**src/rtl/m_mem_arbiter_pkg.sv**
```systemverilog
// Shared encodings for the memory arbiter: owner codes, FSM states and
// the saturating counter helper used by the starvation logic.
package m_mem_arbiter_pkg;

    localparam logic [1:0] OWN_NONE = 2'd0;
    localparam logic [1:0] OWN_PTW  = 2'd1;
    localparam logic [1:0] OWN_DATA = 2'd2;
    localparam logic [1:0] OWN_INSN = 2'd3;

    typedef enum logic [1:0] {
        ST_IDLE  = 2'd0,
        ST_ISSUE = 2'd1,
        ST_WAIT  = 2'd2,
        ST_DONE  = 2'd3
    } arb_state_t;

    // Increment a counter but never beyond the given limit.
    function automatic logic [7:0] f_sat_inc(input logic [7:0] cnt, input logic [7:0] lim);
        logic [7:0] nxt;
        if (cnt >= lim) begin
            nxt = lim;
        end else begin
            nxt = cnt + 8'd1;
        end
        return nxt;
    endfunction

endpackage

```
**src/rtl/m_mem_arbiter.sv**
```systemverilog
// Three-way DRAM arbiter: page walker, data port and instruction fetch share
// one single-outstanding DRAM port. Fixed priority PTW > data > insn, with a
// starvation counter that lifts instruction fetch above data after MAX_WAIT
// lost arbitrations. One transaction at a time: IDLE -> ISSUE -> WAIT -> DONE.
module m_mem_arbiter
    import m_mem_arbiter_pkg::*;
#(
    parameter int unsigned MAX_WAIT = 15
) (
    input  logic        CLK,
    input  logic        RST_X,
    input  logic        w_ptw_req,
    input  logic        w_ptw_we,
    input  logic [31:0] w_ptw_addr,
    input  logic [31:0] w_ptw_wdata,
    input  logic        w_d_req,
    input  logic        w_d_we,
    input  logic [3:0]  w_d_wmask,
    input  logic [31:0] w_d_addr,
    input  logic [31:0] w_d_wdata,
    input  logic        w_i_req,
    input  logic [31:0] w_i_addr,
    output logic        w_ptw_gnt,
    output logic        w_d_gnt,
    output logic        w_i_gnt,
    output logic        w_ptw_done,
    output logic        w_d_done,
    output logic        w_i_done,
    output logic [31:0] w_rdata,
    output logic        w_dram_ce,
    output logic        w_dram_we,
    output logic [3:0]  w_dram_wmask,
    output logic [31:0] w_dram_addr,
    output logic [31:0] w_dram_wdata,
    input  logic        w_dram_busy,
    input  logic [31:0] w_dram_odata,
    output logic [1:0]  w_owner
);

    localparam logic [7:0] LP_MAX_WAIT = 8'(MAX_WAIT);

    arb_state_t  r_state;
    logic [1:0]  r_owner;
    logic        r_wait_first;
    logic [7:0]  r_starve_cnt;
    logic        r_we;
    logic [3:0]  r_wmask;
    logic [31:0] r_addr;
    logic [31:0] r_wdata;
    logic [31:0] r_rdata;

    logic        w_starved;
    logic [1:0]  w_win;
    logic        w_cap_we;
    logic [3:0]  w_cap_wmask;
    logic [31:0] w_cap_addr;
    logic [31:0] w_cap_wdata;

    // Select the arbitration winner and assemble its command fields.
    always_comb begin
        w_starved   = (r_starve_cnt == LP_MAX_WAIT);
        w_win       = OWN_NONE;
        w_cap_we    = 1'b0;
        w_cap_wmask = 4'b0000;
        w_cap_addr  = 32'h0000_0000;
        w_cap_wdata = 32'h0000_0000;
        if (w_ptw_req) begin
            w_win = OWN_PTW;
        end else if (w_i_req && w_starved) begin
            w_win = OWN_INSN;
        end else if (w_d_req) begin
            w_win = OWN_DATA;
        end else if (w_i_req) begin
            w_win = OWN_INSN;
        end else begin
            w_win = OWN_NONE;
        end
        case (w_win)
            OWN_PTW: begin
                // PTE A/D updates always write the whole word.
                w_cap_we    = w_ptw_we;
                w_cap_wmask = w_ptw_we ? 4'b1111 : 4'b0000;
                w_cap_addr  = w_ptw_addr;
                w_cap_wdata = w_ptw_wdata;
            end
            OWN_DATA: begin
                w_cap_we    = w_d_we;
                w_cap_wmask = w_d_wmask;
                w_cap_addr  = w_d_addr;
                w_cap_wdata = w_d_wdata;
            end
            OWN_INSN: begin
                w_cap_we    = 1'b0;
                w_cap_wmask = 4'b0000;
                w_cap_addr  = w_i_addr;
                w_cap_wdata = 32'h0000_0000;
            end
            default: begin
                w_cap_we    = 1'b0;
                w_cap_wmask = 4'b0000;
                w_cap_addr  = 32'h0000_0000;
                w_cap_wdata = 32'h0000_0000;
            end
        endcase
    end

    // Transaction FSM with starvation counter, command capture and read-data latch.
    always_ff @(posedge CLK or negedge RST_X) begin
        if (!RST_X) begin
            r_state      <= ST_IDLE;
            r_owner      <= OWN_NONE;
            r_wait_first <= 1'b0;
            r_starve_cnt <= 8'd0;
            r_we         <= 1'b0;
            r_wmask      <= 4'b0000;
            r_addr       <= 32'h0000_0000;
            r_wdata      <= 32'h0000_0000;
            r_rdata      <= 32'h0000_0000;
        end else begin
            case (r_state)
                ST_IDLE: begin
                    if (w_win != OWN_NONE) begin
                        r_owner <= w_win;
                        r_we    <= w_cap_we;
                        r_wmask <= w_cap_wmask;
                        r_addr  <= w_cap_addr;
                        r_wdata <= w_cap_wdata;
                        r_state <= ST_ISSUE;
                        if (w_win == OWN_INSN) begin
                            r_starve_cnt <= 8'd0;
                        end else if (w_i_req) begin
                            r_starve_cnt <= f_sat_inc(r_starve_cnt, LP_MAX_WAIT);
                        end
                    end
                end
                ST_ISSUE: begin
                    // The strobe fires combinationally in the cycle busy is low.
                    if (!w_dram_busy) begin
                        r_state      <= ST_WAIT;
                        r_wait_first <= 1'b1;
                    end
                end
                ST_WAIT: begin
                    // Busy only rises one cycle after ce, so the first WAIT cycle is skipped.
                    if (r_wait_first) begin
                        r_wait_first <= 1'b0;
                    end else if (!w_dram_busy) begin
                        if (!r_we) begin
                            r_rdata <= w_dram_odata;
                        end
                        r_state <= ST_DONE;
                    end
                end
                ST_DONE: begin
                    r_owner <= OWN_NONE;
                    r_state <= ST_IDLE;
                end
                default: begin
                    r_state <= ST_IDLE;
                    r_owner <= OWN_NONE;
                end
            endcase
        end
    end

    // Owner-based output decode; gnt spans capture through the done cycle.
    always_comb begin
        w_ptw_gnt    = (r_owner == OWN_PTW);
        w_d_gnt      = (r_owner == OWN_DATA);
        w_i_gnt      = (r_owner == OWN_INSN);
        w_ptw_done   = (r_state == ST_DONE) && (r_owner == OWN_PTW);
        w_d_done     = (r_state == ST_DONE) && (r_owner == OWN_DATA);
        w_i_done     = (r_state == ST_DONE) && (r_owner == OWN_INSN);
        w_dram_ce    = (r_state == ST_ISSUE) && !w_dram_busy;
        w_dram_we    = r_we;
        w_dram_wmask = r_wmask;
        w_dram_addr  = r_addr;
        w_dram_wdata = r_wdata;
        w_rdata      = r_rdata;
        w_owner      = r_owner;
    end

endmodule

```
**config.mk**
```make
export PLATFORM = sky130hd
export DESIGN_NAME = m_mem_arbiter
export DESIGN_NICKNAME = d
export VERILOG_FILES = /design/src/rtl/m_mem_arbiter_pkg.sv /design/src/rtl/m_mem_arbiter.sv
export SDC_FILE = /design/constraint.sdc
export NUM_CORES = 1
export LEC_CHECK = 0
export BUFFER_PORTS_ARGS = -buffer_cell sky130_fd_sc_hd__buf_2
export CAP_MARGIN = 10
export CORE_AREA = 2 2 121 123
export CTS_CLUSTER_SIZE = 28
export DETAILED_ROUTE_END_ITERATION = 8
export DIE_AREA = 0 0 123 125
export GPL_ROUTABILITY_DRIVEN = 0
export GPL_TIMING_DRIVEN = 0
export PLACE_DENSITY = 0.76
export SKIP_CTS_REPAIR_TIMING = 1
export SYNTH_ARGS = -nofsm -noshare
export SYNTH_HDL_FRONTEND = slang
export SYNTH_SLANG_ARGS = --single-unit
```
**constraint.sdc**
```tcl
create_clock -name CLK -period 6.2 [get_ports CLK]
set_clock_uncertainty 0.05 [all_clocks]
set_input_delay 1.24 -clock CLK [delete_from_list [all_inputs] [get_ports CLK]]
set_output_delay 1.24 -clock CLK [all_outputs]
set_load 0.01 [all_outputs]
```
## Yosys cells after proc, flatten, opt, wreduce, memory -nomap -nowiden

Cells that the tools add are included.

| storage, ports and cells | value |
|---|---|
| register bits after elaboration | 114 |
| bits of input ports | 204 |
| output and inout bits | 110 |

| operators by class | value |
|---|---|
| add/sub/neg operators | 1 |
| magnitude comparators | 1 |
| equality and inequality tests | 14 |
| multiplexer cells | 21 |
| bitwise gates (word level) | 3 |
| reductions and logical operators | 17 |

Operators by type and width:

| kind | count |
|---|---|
| $pmux 32 s3 | 1 |
| $pmux 32 s2 | 1 |
| $mux 8 | 3 |
| $mux 2 | 9 |
| $eq 2x2->1 const B | 6 |
| $add 8x1->8 const B | 1 |
| $eq 8x4->1 const B | 1 |
| $ge 8x4->1 const B | 1 |
| $ne 2x2->1 const B | 4 |
| $pmux 2 s4 | 1 |
| $pmux 4 s2 | 1 |
| $reduce_and 4->1 | 2 |
| $reduce_bool 2->1 | 4 |
| $eq 2x1->1 const B | 3 |
| $reduce_and 2->1 | 3 |
| $logic_and 1x1->1 | 5 |
| $mux 4 | 1 |
| $pmux 1 s2 | 2 |
| $pmux 2 s2 | 1 |
| $not 1->1 | 3 |
| $reduce_and 3->1 | 1 |
| $logic_not 2->1 | 1 |
| $logic_not 1->1 | 1 |
| $mux 1 | 1 |

## Depth between registers and ports, before layout

| logic depth | value |
|---|---|
| depth in word-level cells | 7 |
| depth in mapped cells | 9 |

## Least setup slack after synthesis

No wires, ideal clock.

| timing path | value |
|---|---|
| path kind | input -> register |
| start | input w_i_req |
| end | register r_addr[10], in the netlist w_dram_addr[10] |
| library setup time | 133 ps |
| arrival | 2892 ps |
| data required time | 6017 ps |
| setup slack | 3125 ps |
| stages | 8 |
| path buffers | 2 |
| cell sequence | and4_1 a221oi_1 inv_1 ha_1 buf_2 buf_1 a222oi_1 o21ai_0 |

| on the way | value |
|---|---|
| longest elaborated chain between the ends | 6 |
| elaborated cells on any way between the ends | 11 |

Ends and longest elaborated chain:

| element | RTL line | text |
|---|---|---|
| start, declared | m_mem_arbiter.sv:21 | `input logic w_i_req,` |
| $mux 2 | m_mem_arbiter.sv:73 | `end else if (w_i_req) begin` |
| $mux 2 | m_mem_arbiter.sv:71 | `end else if (w_d_req) begin` |
| $mux 2 * | m_mem_arbiter.sv:69 | `end else if (w_i_req && w_starved) begin` |
| $mux 2 * | m_mem_arbiter.sv:67 | `if (w_ptw_req) begin` |
| $eq 2x2->1, or another cell as far along | m_mem_arbiter.sv:78 | `case (w_win)` |
| $pmux 32 s3 / $reduce_and 2->1 (equally long branches) | -- |  |
| end signal, assigned | m_mem_arbiter.sv:126 | `r_addr <= w_cap_addr;` |
| end, declared | m_mem_arbiter.sv:48 | `logic [31:0] r_addr;` |

Mark *: on every way between the ends. The rest lies on a longest branch, timed or not.
A chain may end at the register's enable or synchronous reset.

## Final worst setup path

| timing path | value |
|---|---|
| start | input w_i_req |
| end | register r_addr[5], in the netlist w_dram_addr[5] |

The elaborated chain is that of the path after synthesis.

==> flow_metrics.py <==
metrics = {
    "finish": {
        "drive_gt1_frac": 0.483,
        "areaGrowthSynthToFinish_pct": 47.1,
        "num_antenna_cells": 0,
        "nets": 1012,
        "fin_util": 0.529,
    },
    "sta": {
        "hold_slack_ns": 0.421,
        "setup-tns-final_ns": 0,
        "fmax_ghz": 0.288,
        "period_needed_ns": 3.48,
        "fin_crit_sh": 0.561,
        "final_hold_viol_count": 0,
        "rsz0062_at_grt": "false",
        "worst_pin_slew_ns": 0.767,
        "slew_headroom": 0.489,
        "drv_slew": 0,
        "finalSetupViolCount": 0,
    },
    "worst_hold_path": {
        "hold_class": "reg2reg",
    },
    "synthesis": {
        "syn_area_um2": 5110,
        "postSynthAreaPerCell_um2": 11.0,
        "yosys-mux-area-fraction": 0.0747,
        "synth_compound_area_frac": 0.208,
        "async_flop_share": 1.00,
        "yosysTopAreaCellShare": 0.558,
        "synth_cell_types": 41,
        "synth_common_cells": "dfrtp_1 (114), nand2_1 (73), o21ai_0 (73)",
        "synth_top_family_by_area": "compound AO/OA/AOI/OAI gates",
        "synthAdderAreaFrac": 0.0245,
        "ys_seq_area_frac": 0.558,
        "ys_warn_count": 0,
        "synth-seq-cells": 114,
        "yosysMostFrequentCell": "dfrtp_1",
        "synth_fp_nets": 679,
        "synth_simple_gate_area_frac": 0.0955,
        "synth_xor_area_frac": 0,
        "synth_area_leader_cell": "dfrtp_1",
        "synthFlopType": "dfrtp_1",
        "synthTopCellsByArea": "dfrtp_1 (56%), o21ai_0 (7.1%), mux2_2 (7.1%)",
        "postSynthCellCount": 465,
        "synth_edf_count": 0,
    },
    "drt": {
        "drc_errors": 0,
        "routedWlPerCell_um": 16.9,
        "ant_nets": 0,
        "drt_wl_total_um": 16800,
        "vias": 5086,
        "dr.pass1.iters": 8,
        "first_iter_violations": 292,
        "vias_per_cell": 5.11,
    },
    "clock_network": {
        "clock-sinks": 114,
        "clk_latency_ns": 0.41,
        "cts-htree-levels": 4,
        "clk_pin_slew_ns": 0.05,
        "cts_tree": "yes",
        "numCtsBuffers": 17,
        "cts-root-buf": "clkbuf_16",
        "clock_path_buffers": 2,
    },
    "grt": {
        "gr-total-overflow": 0,
        "top_usage_layer": "met2",
        "grt_pass1_wl_um": 25500,
        "met1_usage": 0.260,
        "grt_max_degree": 59,
        "grt_pass1_vias": 4963,
        "grt.total_usage": 0.219,
        "use_met2": 0.372,
        "antenna_found_initial": 0,
        "grt_use_met3": 0.0584,
    },
    "worst_setup_path": {
        "startpoint_type": "input pin",
        "worstPathRequired_ns": 6.42,
        "endpoint_kind": "register",
        "crit_type": "in2reg",
        "cp.arrival_ns": 3.70,
        "crit_fanout": 10,
    },
    "job": {
        "drv_cap": 0,
    },
    "die": {
        "die-height_um": 125,
        "die_area_um2": 15400,
        "die_width_um": 123,
        "start_util": 0.360,
        "coreArea_um2": 14200,
        "fp-row-count": 44,
        "ios": 314,
    },
    "power": {
        "irDropWorstVdd_mv": 0.156,
        "p_leak_nw": 3.87,
        "powerDensity_nw_per_um2": 465,
    },
    "placement": {
        "io_buffers": 313,
        "hpwl_um": 13000,
    },
    "outcome": {
        "status": "finished clean",
    },
}
final cells by class:
cell class / instances / area (um2)
Sequential cell: 114 / 2850
Timing Repair Buffer: 314 / 1600
Clock inverter: 10 / 108
Buffer: 36 / 170
Inverter: 8 / 30.0
Fill cell: 1315 / 6690
Clock buffer: 22 / 474
Tap cell: 184 / 230
Multi-Input combinational cell: 307 / 2060
state kept, by name (all words and copies together) (netlist names):
| signal | count |
|---|---|
| r_starve_cnt | 8 |
| r_state | 2 |
| r_wait_first | 1 |
| w_dram_addr | 32 |
| w_dram_wdata | 32 |
| w_dram_we | 1 |
| w_dram_wmask | 4 |
| w_owner | 2 |
| w_rdata | 32 |
critical path: stages:
cell and delay, ns:
buf_2 0.13, and4_1 0.19, a221oi_1 0.51, inv_1 0.13, ha_1 0.26, buf_2 0.23, buf_1 0.31, a222oi_1 0.54
o21ai_0 0.14
per-stage QoR:
step	area [um2]	total power, mW	instances	worst slack [ns]
final	7520	3.50	995	2.72
after CTS	7520	3.54	995	2.72
after floorplan	5110	1.95	465	3.13
after global routing	7520	3.73	995	2.51
after detailed placement	6940	2.57	963	2.29
after global placement	6910	2.52	962	2.31
per-layer routing:
metal / wire, um / part of all wire / vias to the layer above
met2: 8430 / 0.50 / 242
met1: 6820 / 0.41 / 2411
met3: 1240 / 0.074 / 24
met5: 0 / 0 / -
li1: - / - / 2409
met4: 322 / 0.019 / 0
layout by cell type (no fill, tap or decap), types with 3 or more instances in the layout:
cell        instances
buf_2             321
dfrtp_1           114
nand2_1            73
o21ai_0            73
a22oi_1            32
mux2_2             32
a222oi_1           32
clkbuf_1           23
clkbuf_16          17
ha_1               10
inv_1               8
a21oi_1             7
and2_1              6
nor2_1              5
clkinv_2            5
nor2b_1             3
and3_1              3
buf_6               3
o21ai_1             3
nand3_1             3
clkbuf_8            3
clkinvlp_4          3
path summary, 6_finish.rpt:
path / start / end / slack [ns] / depth (start not counted)
min in group asynchronous: RST_X / w_rdata[22]$_DFFE_PN0P_ / 0.85 / 1
worst min-delay path: w_dram_wdata[18]$_DFFE_PN0P_ / w_dram_wdata[18]$_DFFE_PN0P_ / 0.42 / 2
worst max register to register: r_starve_cnt[0]$_DFFE_PN0P_ / w_dram_addr[5]$_DFFE_PN0P_ / 2.98 / 9
worst max-delay path: w_i_req / w_dram_addr[5]$_DFFE_PN0P_ / 2.72 / 9
max in group asynchronous: RST_X / w_dram_addr[18]$_DFFE_PN0P_ / 4.50 / 2
worst min register to register: w_dram_wdata[18]$_DFFE_PN0P_ / w_dram_wdata[18]$_DFFE_PN0P_ / 0.42 / 2
cells by family (layout without fill, tap and decap cells):
family          count (synthesis)  after routing
compound gates                158            158
flops                         114            114
simple gates                  105            105
buf+inv                        44            390
mux                            34             34
fa+ha+maj                      10             10
report_power, final:
part | switching [mW] | internal (mW)
Sequential | 0.182 | 1.08
Clock | 0.337 | 0.619
Combinational | 0.723 | 0.557
Note: power is estimated with default switching activity, not from simulation.
